File: src/rtl/mau_pkg.sv
// Shared definitions for the data-memory load/store front end.
// Size encodings, FSM states and access checks reused by decode.
package mau_pkg;

    localparam logic [1:0] SZ_BYTE = 2'b00;
    localparam logic [1:0] SZ_HALF = 2'b01;
    localparam logic [1:0] SZ_WORD = 2'b10;

    typedef enum logic [2:0] {
        ST_IDLE,
        ST_LOAD,
        ST_RMW_RD,
        ST_WRITE,
        ST_RESP
    } state_t;

    function automatic logic misaligned(
        input logic [1:0] size,
        input logic [1:0] offset
    );
        logic bad;
        bad = 1'b1;
        case (size)
            SZ_BYTE: bad = 1'b0;
            SZ_HALF: bad = offset[0];
            SZ_WORD: bad = |offset;
            default: bad = 1'b1;
        endcase
        return bad;
    endfunction

    function automatic logic access_err(
        input logic [1:0]  size,
        input logic [31:0] addr,
        input logic [31:0] words
    );
        logic out_of_range;
        out_of_range = {2'b00, addr[31:2]} >= words;
        return misaligned(size, addr[1:0]) | out_of_range;
    endfunction

endpackage

File: src/rtl/mau_align.sv
// Byte-lane extract/extend for loads and lane merge for sub-word stores.
// Little-endian: byte offset k lives in bits [8k+7:8k].
module mau_align
    import mau_pkg::*;
(
    input  logic [1:0]  offset,
    input  logic [1:0]  size,
    input  logic        uns,
    input  logic [31:0] word,
    input  logic [31:0] wdata,
    output logic [31:0] rdata,
    output logic [31:0] merged
);

    logic [31:0] shifted;
    logic [31:0] lane_mask;

    always_comb begin
        shifted   = word >> {offset, 3'b000};
        rdata     = word;
        lane_mask = '1;
        case (size)
            SZ_BYTE: begin
                rdata     = {{24{~uns & shifted[7]}}, shifted[7:0]};
                lane_mask = 32'h0000_00ff << {offset, 3'b000};
            end
            SZ_HALF: begin
                rdata     = {{16{~uns & shifted[15]}}, shifted[15:0]};
                lane_mask = 32'h0000_ffff << {offset[1], 4'b0000};
            end
            default: ;
        endcase
        merged = (word & ~lane_mask)
               | ((wdata << {offset, 3'b000}) & lane_mask);
    end

endmodule

File: src/rtl/mem_access_unit.sv
// MEM-stage load/store unit: checks, extends loads, RMW for sub-word
// stores; the memory only sees whole-word exclusive rd/wr strobes.
module mem_access_unit
    import mau_pkg::*;
#(
    parameter int MEM_WORDS = 1024
) (
    input  logic        clk,
    input  logic        rst_n,
    input  logic        req_valid,
    output logic        req_ready,
    input  logic        req_we,
    input  logic [1:0]  req_size,
    input  logic        req_unsigned,
    input  logic [31:0] req_addr,
    input  logic [31:0] req_wdata,
    output logic        resp_valid,
    output logic [31:0] resp_rdata,
    output logic        resp_err,
    output logic [31:0] mem_addr,
    output logic [31:0] mem_wdata,
    output logic        mem_rd,
    output logic        mem_wr,
    input  logic [31:0] mem_rdata
);

    state_t      state;
    state_t      state_nxt;
    logic [1:0]  size_q;
    logic        uns_q;
    logic [1:0]  off_q;
    logic [31:0] wdata_q;
    logic        err_q;
    logic        accept;
    logic        req_err;
    logic [31:0] ld_data;
    logic [31:0] merged;

    assign accept  = req_valid & req_ready;
    assign req_err = access_err(req_size, req_addr, 32'(MEM_WORDS));

    mau_align u_align (
        .offset (off_q),
        .size   (size_q),
        .uns    (uns_q),
        .word   (mem_rdata),
        .wdata  (wdata_q),
        .rdata  (ld_data),
        .merged (merged)
    );

    always_ff @(posedge clk or negedge rst_n) begin
        if (!rst_n) state <= ST_IDLE;
        else        state <= state_nxt;
    end

    always_comb begin
        state_nxt  = state;
        req_ready  = 1'b0;
        mem_rd     = 1'b0;
        mem_wr     = 1'b0;
        resp_valid = 1'b0;
        resp_err   = 1'b0;
        case (state)
            ST_IDLE: begin
                req_ready = 1'b1;
                if (req_valid) begin
                    if (req_err)               state_nxt = ST_RESP;
                    else if (!req_we)          state_nxt = ST_LOAD;
                    else if (req_size == SZ_WORD) state_nxt = ST_WRITE;
                    else                       state_nxt = ST_RMW_RD;
                end
            end
            ST_LOAD: begin
                mem_rd    = 1'b1;
                state_nxt = ST_RESP;
            end
            ST_RMW_RD: begin
                mem_rd    = 1'b1;
                state_nxt = ST_WRITE;
            end
            ST_WRITE: begin
                mem_wr    = 1'b1;
                state_nxt = ST_RESP;
            end
            ST_RESP: begin
                resp_valid = 1'b1;
                resp_err   = err_q;
                state_nxt  = ST_IDLE;
            end
            default: state_nxt = ST_IDLE;
        endcase
    end

    always_ff @(posedge clk or negedge rst_n) begin
        if (!rst_n) begin
            size_q     <= SZ_BYTE;
            uns_q      <= 1'b0;
            off_q      <= 2'b00;
            wdata_q    <= '0;
            err_q      <= 1'b0;
            mem_addr   <= '0;
            mem_wdata  <= '0;
            resp_rdata <= '0;
        end else begin
            if (accept) begin
                size_q     <= req_size;
                uns_q      <= req_unsigned;
                off_q      <= req_addr[1:0];
                wdata_q    <= req_wdata;
                err_q      <= req_err;
                mem_addr   <= {req_addr[31:2], 2'b00};
                resp_rdata <= '0;
                if (req_we) mem_wdata <= req_wdata;
            end
            if (state == ST_LOAD)   resp_rdata <= ld_data;
            // untouched bytes come from the word just read
            if (state == ST_RMW_RD) mem_wdata  <= merged;
        end
    end

endmodule

File: config.mk
export PLATFORM = sky130hd
export DESIGN_NAME = mem_access_unit
export DESIGN_NICKNAME = d
export VERILOG_FILES = /design/src/rtl/mau_pkg.sv /design/src/rtl/mau_align.sv /design/src/rtl/mem_access_unit.sv
export SDC_FILE = /design/constraint.sdc
export NUM_CORES = 1
export LEC_CHECK = 0
export CELL_PAD_IN_SITES_DETAIL_PLACEMENT = 1
export CELL_PAD_IN_SITES_GLOBAL_PLACEMENT = 2
export CORE_UTILIZATION = 30
export CTS_BUF_LIST = sky130_fd_sc_hd__clkbuf_8
export CTS_CLUSTER_SIZE = 28
export DETAILED_ROUTE_END_ITERATION = 6
export GPL_ROUTABILITY_DRIVEN = 0
export MAX_ROUTING_LAYER = met4
export PLACE_DENSITY = 0.78
export SYNTH_ARGS = -nofsm -noshare
export SYNTH_HDL_FRONTEND = slang
export SYNTH_HIERARCHICAL = 1
export SYNTH_SLANG_ARGS = --single-unit
File: constraint.sdc
create_clock -name clk -period 3.1 [get_ports clk]
set_input_delay 0.775 -clock clk [delete_from_list [all_inputs] [get_ports clk]]
set_output_delay 0.775 -clock clk [all_outputs]
set_load 0.02 [all_outputs]
# Word-level counts from Yosys, hierarchy flattened
# Cells that the tools add are included.
# Widths: inputs -> output; s select.
# word_totals
input_bits	103
out_inout_bits	101
elab_cells	59
reg_bits	135
# op_classes
n_mux	18
eq_ne	8
bitwise_logic	9
n_lt_le_gt_ge	1
reduce_logical	10
shifts	4
# op_table
operator	count
$mux 32	5
$pmux 32 s2	2
$and 32x32->32	2
$not 32->32	1
$or 32x32->32	1
$shl 16x5->32 const A	1
$shl 32x5->32	1
$shl 8x5->32 const A	1
$shr 32x5->16	1
$ge 30x11->1 const B	1
$pmux 3 s3	1
$eq 3x2->1 const B	2
$mux 1	6
$mux 3	2
$reduce_bool 2->1	3
$reduce_or 2->1	3
$eq 2x1->1 const B	2
$logic_not 2->1	2
$and 1x1->1	3
$eq 3x1->1 const B	1
$eq 3x3->1 const B	1
$logic_not 3->1	1
$pmux 1 s3	1
$eq 2x2->1 const B	1
5 further kinds	5

# Depth between registers and ports, before layout
# Gate-level depths: netlist (run 1).
# logic_depth
depth_word	6
mapped_depth	9
mapped_depth_nobuf	6

# By module
# Netlist (run 1), hierarchy kept.
# by_module_without_submodules
mod	n_inst	area_each_um2	seq_area_each_um2	cells_each
mem_access_unit	1	5761.8	3378.2	457
mau_align	1	1680.4	0.0	254

# Worst setup path before layout (run 1)
# Ideal clock, no wire load.
# synth_timing
path_type	register -> output
from	register state[0]
to	output port resp_err
setup_slack_ps	1003
arrival_time_ps	1322
stages_incl_launch_ff	3
path_cell_list	dfrtp_1 nor3b_1 and2_1
# synth_via
elab_chain_len	2
# synth_rtl
item	line	source
start: declaration	mem_access_unit.sv:27	state_t state;
start signal: assignment	mem_access_unit.sv:54	else state <= state_nxt;
$eq 3x3->1	mem_access_unit.sv:64	case (state)
$mux 1	mem_access_unit.sv:64	
end: declaration	mem_access_unit.sv:19	output logic resp_err,
# No other way between the ends.

# Final worst setup path (run 1)
# layout_timing
from	register state[2]
to	output port mem_rd
# layout_via
elab_chain_len	3
word_cells_on_any_way	4
cone_classes	eq/ne: 2; mux: 1; reduce/logical: 1
# layout_rtl
item	line	source
$eq 3x1->1 / $eq 3x2->1 (equally long branches)	mem_access_unit.sv:64	
$reduce_or 2->1 (no source line) *	-	
$mux 1 *	mem_access_unit.sv:64	
end: declaration	mem_access_unit.sv:22	output logic mem_rd,
# Every way passes the cells marked *; elsewhere a longest branch is shown, timed or not.

==> results.sh, run 1 <==
export IMPL_drtIter0Drc=256
export IMPL_ys_warn_count=6
export IMPL_slew_headroom=0.596
export IMPL_final_common_cell="clkdlybuf4s50_1"
export IMPL_power_leakage_nw=4.22
export IMPL_clock_path_buffers=2
export IMPL_grt_overflow=0
export IMPL_synth_xor_area_frac=0
export IMPL_cp_required_ns=2.32
export IMPL_drv_cap=0
export IMPL_hold_violations=0
export IMPL_outcome="finished clean"
export IMPL_ctsHtreeMaxLevel=4
export IMPL_async_flop_share=1.00
export IMPL_first_global_vias=6463
export IMPL_clk_insertion_delay_late_ns=0.45
export IMPL_io_pins=204
export IMPL_fmax_mhz=362
export IMPL_clock_sinks=135
export IMPL_r2r_start="size_q[0]"
export IMPL_core_area_um2=24300
export IMPL_critical_path_max_stage_delay_ns=0.62
export IMPL_synthFlopType="dfrtp_1"
export IMPL_numCtsBuffers=17
export IMPL_placed_area_um2=9670
export IMPL_stdcell_area_um2=10100
export IMPL_syn_area_um2=7440
export IMPL_synth_simple_area_share=0.130
export IMPL_ys_ff_latch=135
export IMPL_arrival_ns=1.99
export IMPL_crit_top_cell="nand2b_1"
export IMPL_hp_class="in2async"
export IMPL_drc=0
export IMPL_synth_compound_gate_area_share=0.120
export IMPL_hold_slack_ns=0.295
export IMPL_die_height_um=160
export IMPL_dpl_hpwl_um=17700
export IMPL_start_util=0.306
export IMPL_syn_area_per_cell_um2=10.5
export IMPL_cts_tree="built"
export IMPL_grt_usage=0.201
export IMPL_via_per_inst=4.89
export IMPL_grt_max_degree=70
export IMPL_antenna_found_initial=0
export IMPL_synth_top_family_by_area="multiplexers"
export IMPL_finalSetupViolCount=0
export IMPL_die_w_um=160
export IMPL_cts_root_buf="clkbuf_8"
export IMPL_pre_cts_ws_ns=0.410
export IMPL_drt_wl_total_um=24200
export IMPL_crit_fanout=6
export IMPL_syn_inst=711
export IMPL_powerDensity_nw_per_um2=535
export IMPL_ff2ff_setup_slack_ns=0.77
export IMPL_portBuffers=201
export IMPL_cts_setup_buffers=0
export IMPL_vias=6009
export IMPL_period_minus_slack_ns=2.76
export IMPL_synth_adder_area_share=0
export IMPL_crit_path_start_kind="flip-flop"
export IMPL_cts_clk_slew_worst_paths_ns=0.08
export IMPL_rsz0062_at_grt="false"
export IMPL_synth_cell_types=46
export IMPL_tightestPinTransition_ns=0.605
export IMPL_fin_nets=996
export IMPL_drtPass1Iterations=4
export IMPL_diodes=0
export IMPL_worstSetupEndpointType="output port"
export IMPL_dieArea_um2=25400
export IMPL_synthMuxAreaShare=0.244
export IMPL_drive_gt1_frac=0.164
export IMPL_wl_per_cell_um=19.6
export IMPL_synth_edff_count=0
export IMPL_fin_ws_ns=0.337
export IMPL_skew_ns=0.0206
export IMPL_setup_tns_final_ns=0
export IMPL_mostFrequentLayoutCells="clkdlybuf4s50_1, nand2_1, dfrtp_1"
export IMPL_holdBufCountCts=0
export IMPL_crit_start="state[2]"
export IMPL_synthToLayoutAreaGrowth_pct=35.7
export IMPL_cp_slowest_cell="clkdlybuf4s50_1"
export IMPL_r2r_end="mem_wdata[21]"
export IMPL_cts_resized=0
export IMPL_synth_seq_area_share=0.454
export IMPL_final_util=0.415
export IMPL_rr_worst_depth=5
export IMPL_drtAntennaViolNets=0
export IMPL_ir_drop_mv=0.238
export IMPL_rows=57
export IMPL_slew_violations=0
export IMPL_layout_worst_path_cycle_share=0.891
export IMPL_crit_type="reg2out"
export IMPL_crit_chain="nand2b_1 > nand2b_1 > nand2b_1 > clkdlybuf4s50_1"
export IMPL_grt_pass1_wl_um=38100
==> routing by layer <==
metal | GRT usage | routed length [µm] | vias to the layer above
met4 | 0.0455 | 212 | 0
li1 | - | - | 2841
met1 | 0.261 | 11100 | 2968
met3 | 0.0511 | 1600 | 21
met2 | 0.314 | 11200 | 179
met5 | - | 0 | -
==> worst max-delay path by stage <==
stage / endpoint / cells past startpoint / slack (ns)
floorplan: resp_err / 2 / 1.00
global placement: resp_rdata[11] / 7 / 0.43
detailed placement: resp_rdata[15] / 7 / 0.41
CTS: mem_rd / 4 / 0.27
global route: mem_rd / 4 / 0.20
finish: mem_rd / 4 / 0.34
==> through the flow <==
stage,power (mW),cells
floorplan,3.12,712
global placement,3.81,1198
detailed placement,3.83,1198
CTS,5.49,1230
global route,5.67,1230
finish,5.41,1230
==> critical path, delay by kind of cell, from the launching register on <==
| family | cells | cell delay, ns |
|---|---|---|
| buffers and inverters | 1 | 0.62 |
| and+or+nand+nor | 3 | 0.49 |
| DFF | 1 | 0.45 |
==> area by class of cell <==
| class | instances | area, µm² |
|---|---|---|
| Clock buffer | 19 | 262 |
| Clock inverter | 13 | 170 |
| Fill cell | 2681 | 14200 |
| Inverter | 4 | 15.0 |
| Multi-Input combinational cell | 519 | 3700 |
| Sequential cell | 135 | 3380 |
| Tap cell | 324 | 405 |
| Timing Repair Buffer | 216 | 2160 |
==> synthesized netlist by cell type (2+ instances only) <==
library cell,count,area (µm²)
nand2_1,161,604
dfrtp_1,135,3380
o21ai_1,64,320
mux2_4,60,901
mux2i_1,58,581
o21ai_0,25,125
mux2_2,24,270
a21oi_1,19,95.1
nor2b_1,18,113
clkbuf_1,16,60.1
buf_6,14,158
buf_2,13,65.1
nand3b_1,9,67.6
a211oi_1,8,60.1
a22o_1,8,70.1
o31ai_1,8,60.1
a22oi_1,7,52.6
buf_4,7,52.6
nor4_1,7,43.8
mux2_1,6,67.6
nor2_1,6,22.5
nand2b_1,4,25.0
inv_1,3,11.3
nor3_1,3,15.0
a21oi_4,2,32.5
a41o_1,2,20.0
buf_1,2,7.51
nand3_1,2,10.0
nor2_2,2,12.5
o211ai_1,2,15.0
==> cells by family (layout without fill, tap and decap cells) <==
| group | count (synthesis) | after routing |
|---|---|---|
| other | 1 | 2 |
| AO/OA/AOI/OAI | 150 | 150 |
| flip-flops | 135 | 135 |
| AND/OR/NAND/NOR | 219 | 219 |
| buffers and inverters | 58 | 252 |
| multiplexers | 148 | 148 |
==> state kept, by name, summed over array words and instances (netlist names) <==
signal      count
size_q          2
state           3
mem_addr       30
wdata_q        32
err_q           1
mem_wdata      32
off_q           2
resp_rdata     32
uns_q           1
==> where the power goes <==
| group | leakage (nW) | internal (mW) | switching [mW] | total [mW] |
|---|---|---|---|---|
| sequential | 1.68 | 1.96 | 0.184 | 2.14 |
| clock | 0.215 | 0.850 | 0.761 | 1.61 |
| combinational | 2.33 | 0.828 | 0.821 | 1.65 |
No activity file was read; power rests on OpenSTA's default activity.
==> run 2: changes to the inputs <==
--- a/config.mk
+++ b/config.mk
@@ -9,6 +9,7 @@
 export CELL_PAD_IN_SITES_GLOBAL_PLACEMENT = 2
 export CORE_UTILIZATION = 30
 export CTS_BUF_LIST = sky130_fd_sc_hd__clkbuf_8
+export CTS_CLUSTER_DIAMETER = 200
 export CTS_CLUSTER_SIZE = 28
 export DETAILED_ROUTE_END_ITERATION = 6
 export GPL_ROUTABILITY_DRIVEN = 0
==> results of run 2 <==
Same layout as run 1: the final DEF is identical, and so are final timing and power.
